[config.mk]
export PLATFORM = sky130hd
export DESIGN_NAME = tdc_pd_bin
export DESIGN_NICKNAME = d
export VERILOG_FILES = /design/src/rtl/tdc_pd_bin.sv
export SDC_FILE = /design/constraint.sdc
export NUM_CORES = 1
export LEC_CHECK = 0
export CORE_MARGIN = 2
export CORE_UTILIZATION = 55
export CTS_BUF_LIST = sky130_fd_sc_hd__clkbuf_8 sky130_fd_sc_hd__clkbuf_16
export DETAILED_ROUTE_END_ITERATION = 16
export PLACE_DENSITY_LB_ADDON = 0.1
export SLEW_MARGIN = 15
export SYNTH_ARGS = -nofsm -noshare
export SYNTH_HDL_FRONTEND = slang
export SYNTH_SLANG_ARGS = --single-unit
[constraint.sdc]
create_clock -name clk -period 7 [get_ports clk]
set_input_delay 1.05 -clock clk [delete_from_list [all_inputs] [get_ports clk]]
set_output_delay 1.05 -clock clk [all_outputs]
set_load 0.005 [all_outputs]
[src/rtl/tdc_pd_bin.sv]
// tdc_pd_bin: counter-based phase detector between two clocks sampled as data.
// Reports signed phase error in sampling-clock cycles plus a lock indicator.
//
// Handshake: err_valid is a one-cycle strobe with no ready/back-pressure; the
// consumer must take phase_err/err_sat on the cycle err_valid is high. Both
// values then hold until the next strobe.
module tdc_pd_bin #(
    parameter int CNT_W       = 5,
    parameter int SYNC_STAGES = 2,
    parameter int LOCK_TOL    = 1,
    parameter int LOCK_CNT    = 4
) (
    input  logic           clk,
    input  logic           reset_n,
    input  logic           en,
    input  logic           clk_ref,
    input  logic           fb_clk,
    output logic [CNT_W:0] phase_err,
    output logic           err_valid,
    output logic           err_sat,
    output logic           locked,
    output logic [1:0]     state_dbg
);

    localparam int LW = $clog2(LOCK_CNT + 1);
    localparam logic [CNT_W-1:0] MAXC     = '1;
    localparam logic [CNT_W-1:0] ONE      = CNT_W'(1);
    localparam logic [CNT_W-1:0] TOL_C    = CNT_W'(LOCK_TOL);
    localparam logic [LW-1:0]    LOCK_MAX = LW'(LOCK_CNT);

    typedef enum logic [1:0] {
        ARM      = 2'd0,
        IDLE     = 2'd1,
        LEAD_REF = 2'd2,
        LEAD_FB  = 2'd3
    } state_t;

    state_t                 state, state_next;
    logic [SYNC_STAGES-1:0] ref_sync, fb_sync;
    logic                   ref_hist, fb_hist;
    logic                   ref_rise, fb_rise;
    logic [CNT_W-1:0]       cnt, cnt_next, cnt_inc;
    logic                   pub, pub_neg, in_tol;
    logic [CNT_W-1:0]       pub_mag;
    logic [CNT_W:0]         mag_ext, pub_val;
    logic [LW-1:0]          lock_cnt, lock_next;

    // Synchronize both clocks through equal-depth chains plus a history flop
    always_ff @(posedge clk or negedge reset_n) begin
        if (!reset_n) begin
            ref_sync <= '0;
            fb_sync  <= '0;
            ref_hist <= 1'b0;
            fb_hist  <= 1'b0;
        end else begin
            ref_sync <= {ref_sync[SYNC_STAGES-2:0], clk_ref};
            fb_sync  <= {fb_sync[SYNC_STAGES-2:0], fb_clk};
            ref_hist <= ref_sync[SYNC_STAGES-1];
            fb_hist  <= fb_sync[SYNC_STAGES-1];
        end
    end

    assign ref_rise  = ref_sync[SYNC_STAGES-1] & ~ref_hist;
    assign fb_rise   = fb_sync[SYNC_STAGES-1] & ~fb_hist;
    assign cnt_inc   = (cnt == MAXC) ? MAXC : cnt + ONE;
    assign state_dbg = state;

    // State and counter registers
    always_ff @(posedge clk or negedge reset_n) begin
        if (!reset_n) begin
            state <= ARM;
            cnt   <= '0;
        end else begin
            state <= state_next;
            cnt   <= cnt_next;
        end
    end

    // Next state, counter and publication decode
    always_comb begin
        state_next = state;
        cnt_next   = cnt;
        pub        = 1'b0;
        pub_neg    = 1'b0;
        pub_mag    = '0;
        if (!en) begin
            state_next = ARM;
            cnt_next   = '0;
        end else begin
            unique case (state)
                ARM: begin
                    // Arming edge is consumed, never measured
                    if (ref_rise) state_next = IDLE;
                end
                IDLE: begin
                    if (ref_rise && fb_rise) begin
                        pub = 1'b1;
                    end else if (ref_rise) begin
                        state_next = LEAD_REF;
                        cnt_next   = ONE;
                    end else if (fb_rise) begin
                        state_next = LEAD_FB;
                        cnt_next   = ONE;
                    end
                end
                LEAD_REF: begin
                    if (fb_rise) begin
                        pub     = 1'b1;
                        pub_mag = cnt;
                        if (ref_rise) begin
                            // Coincident new ref edge opens the next measurement
                            cnt_next = ONE;
                        end else begin
                            state_next = IDLE;
                            cnt_next   = '0;
                        end
                    end else if (ref_rise) begin
                        // Cycle slip: report full scale and restart from this edge
                        pub      = 1'b1;
                        pub_mag  = MAXC;
                        cnt_next = ONE;
                    end else begin
                        cnt_next = cnt_inc;
                    end
                end
                LEAD_FB: begin
                    pub_neg = 1'b1;
                    if (ref_rise) begin
                        pub     = 1'b1;
                        pub_mag = cnt;
                        if (fb_rise) begin
                            cnt_next = ONE;
                        end else begin
                            state_next = IDLE;
                            cnt_next   = '0;
                        end
                    end else if (fb_rise) begin
                        pub      = 1'b1;
                        pub_mag  = MAXC;
                        cnt_next = ONE;
                    end else begin
                        cnt_next = cnt_inc;
                    end
                end
                default: state_next = ARM;
            endcase
        end
    end

    assign mag_ext = {1'b0, pub_mag};
    assign pub_val = pub_neg ? (~mag_ext + (CNT_W+1)'(1)) : mag_ext;
    assign in_tol  = (pub_mag <= TOL_C) && (pub_mag != MAXC);

    // Lock counter next value: clears on disable or on any out-of-tolerance result
    always_comb begin
        lock_next = lock_cnt;
        if (!en) begin
            lock_next = '0;
        end else if (pub) begin
            if (!in_tol)                  lock_next = '0;
            else if (lock_cnt != LOCK_MAX) lock_next = lock_cnt + LW'(1);
        end
    end

    // Registered outputs and lock tracking
    always_ff @(posedge clk or negedge reset_n) begin
        if (!reset_n) begin
            phase_err <= '0;
            err_valid <= 1'b0;
            err_sat   <= 1'b0;
            lock_cnt  <= '0;
            locked    <= 1'b0;
        end else begin
            err_valid <= pub;
            lock_cnt  <= lock_next;
            locked    <= (lock_next == LOCK_MAX);
            if (pub) begin
                phase_err <= pub_val;
                err_sat   <= (pub_mag == MAXC);
            end
        end
    end

endmodule

==> impl_results.md <==
- Status: finished, final reports clean
- Ys flop type: dfrtp_1
- Hold Crit Start: ref_sync[0]
- Num ports: 16
- Maximum vdd drop: 94.2 uV
- P per Cell Area: 201 nW/um^2
- Final global-route overflow total: 0
- Slowest cell on crit path: clkdlybuf4s50_1
- Initial Utilization: 56.3%
- HP Class: reg2reg
- Reg2Reg Depth: 9
- # H-tree levels: 1
- Vias: 1612
- Largest net degree at the start of global routing: 26
- Tcrit/Tclk final: 47.0%
- Hold path depth: 0
- Pwr Total: 0.398 mW
- Num CTS Buffers: 3
- Largest fanout on the critical path: 16
- DRC viols: 0
- NumNets Final: 229
- Clk slew on worst S/H paths: 0.09 ns
- Routed Antenna Nets: 0
- Synth top area share: 33.9%
- CTS max path bufs: 2
- Setup TNS: 0 ns
- First-pass GRT wire length: 6.63 mm
- Die Ht: 62.0 microns
- Finished Core Util: 60.4%
- Static Leak: 0.812 nW
- Yosys warnings: 0
- Vias in the first global route: 1407
- Count leader, synth: dfrtp_1
- Crit-path cells: clkdlybuf4s50_1 -> nand2_1 -> o22ai_1 -> inv_1 -> ha_1 -> o21a_1 -> or3_1 -> a31oi_1
- DIE WIDTH: 62.0 microns
- Share of cells above drive strength 1: 6.13%
- Worst setup path category: in2reg
- Post CTS Setup Buffer Count: 0
- Clk root buf: clkbuf_8
- Setup slack, reg-to-reg: 4.24 ns
- Setup crit start: en
- Total Die Area: 3840 sq um
- Netlist cell types: 48
- CTS tree: done
- Fraction of registers with async set/reset: 100%
- Buf/Inv on CP: 2
- Ant. Diodes: 0
- Delay-heaviest family, CP: buffers and inverters
- Crit path capture type: register
- GR Util All Layers: 23.4%
- Fmax: 304 MHz
- Clock skew: 0.00478 ns
- Synth area leaders: dfrtp_1, ha_1, mux2i_1
- Synth Register Bits: 25
- WP data required: 7.21 ns
- Total Wirelength: 4.04 mm
- Post-synthesis cell count: 209
- R2r endpoint: phase_err[4]
- Area Overhead vs Synth: 7.31%
- Final setup violation count: 0
- Tmin final: 3.29 ns
- Hold Vio Cnt, Final: 0
- Reg2Reg Launch Point: state_dbg[0]
- DR WL/cell: 15.7 microns
- Worst skew pair latency: 0.28 ns
- Number of synthesized flops with an enable pin: 0
- Core Region: 3280 sq um
- # hold bufs at CTS: 0
- Syn Nets: 225
- Post-synth top cells: dfrtp_1, o21ai_0, nand2_1
- Mapped cell area: 1850 sq um
- Number of DRC markers in iteration 0: 81
- Worst Hold Slack: 0.354 ns
- Post-cts resize count: 0
- Clock sinks: 25
- Worst path depth: 8
- Row cnt: 21
- Detailed placement HPWL: 2.95 mm
- End of the worst hold path: ref_sync[1]
- Via/cell ratio: 6.25
- RSZ-0062 raised after global routing: false
- Gpl congestion: 0.871
- Register area share after synthesis: 33.9%
- First-pass DRT Iterations: 4
- Arrival time worst endpoint: 3.50 ns
- Slew Viols, Final: 0
- Largest area contributor in the netlist: dfrtp_1
- Max_cap viols: 0
- Max incr delay on CP: 0.87 ns
- Worst relative slew slack: 54.0%
- Synthesized area per cell: 8.84 sq um
- Worst Tran Pin Value: 0.689 ns
- Port bufs: 15
- CP Launch Type: input pin
- Antenna violations before repair: 0
## how the worst max path moves through the flow
stage | end | slack, ns
floorplan | phase_err[4] | 4.62
global placement | phase_err[4] | 3.57
detailed placement | phase_err[4] | 3.47
CTS | phase_err[4] | 3.76
global route | phase_err[4] | 3.54
finish | phase_err[4] | 3.71
## per-stage QoR
stage	cell area [sq um]	instances	worst slack, ns
6_report	1980	258	3.71
5_1_grt	1980	258	3.54
4_1_cts	1990	258	3.76
3_5_place_dp	1940	254	3.47
3_3_place_gp	1940	254	3.57
2_1_floorplan	1850	209	4.62
## layer usage
| layer | wire length (microns) | global-route usage [%] | part of all wire (%) | vias up |
|---|---|---|---|---|
| li1 | - | - | - | 774 |
| met1 | 1770 | 32.0 | 44 | 775 |
| met2 | 2010 | 37.5 | 50 | 54 |
| met3 | 176 | 2.69 | 4.4 | 9 |
| met4 | 78 | 9.73 | 1.9 | 0 |
| met5 | 0 | 0 | 0 | - |
## sequential cells by signal (all words and copies together), names as in the netlist
name	flops
phase_err	6
cnt	5
lock_cnt	3
fb_sync	2
ref_sync	2
state_dbg	2
err_sat	1
err_valid	1
fb_hist	1
locked	1
ref_hist	1
## placed cells by master, fill, tap and decap left out, drive strengths merged, types with 4 or more instances in the layout
master / Yosys / final
a22oi: 5 / 5
a31oi: 6 / 6
mux2i: 12 / 12
nor3: 6 / 6
o22ai: 5 / 5
o21ai: 18 / 18
dfrtp: 25 / 25
a211oi: 5 / 5
ha: 11 / 11
nand2b: 4 / 4
nand2: 14 / 14
inv: 12 / 13
clkdlybuf4s50: 0 / 14
nor2: 13 / 13
a21oi: 10 / 10
nand3: 8 / 8
## kinds of logic after synthesis
logic type,synth area share [%]
DFF,33.9
and+or+nand+nor,16.6
muxes,7.11
AOI/OAI and AO/OA,25.3
xor gates and xnor gates,0.948
adders and majority gates,7.45
buffers and inverters,8.80
## cell type report
| type | instances | area (sq um) |
|---|---|---|
| sequential | 25 | 626 |
| multi-input combinational | 156 | 1060 |
| inverter | 12 | 45.0 |
| clock inverter | 1 | 8.76 |
| timing repair buffer | 15 | 145 |
| fill | 304 | 1300 |
| tap | 46 | 57.6 |
| clock buffer | 3 | 41.3 |
## report_power, final
part | leakage, nW | switching, mW | total, mW | internal, mW
combinational | 0.458 | 0.0704 | 0.130 | 0.0592
sequential | 0.328 | 0.0166 | 0.176 | 0.160
clock | 0.0261 | 0.0502 | 0.0921 | 0.0419
total | 0.812 | 0.137 | 0.398 | 0.261
Note: power is estimated with default switching activity, not from simulation.
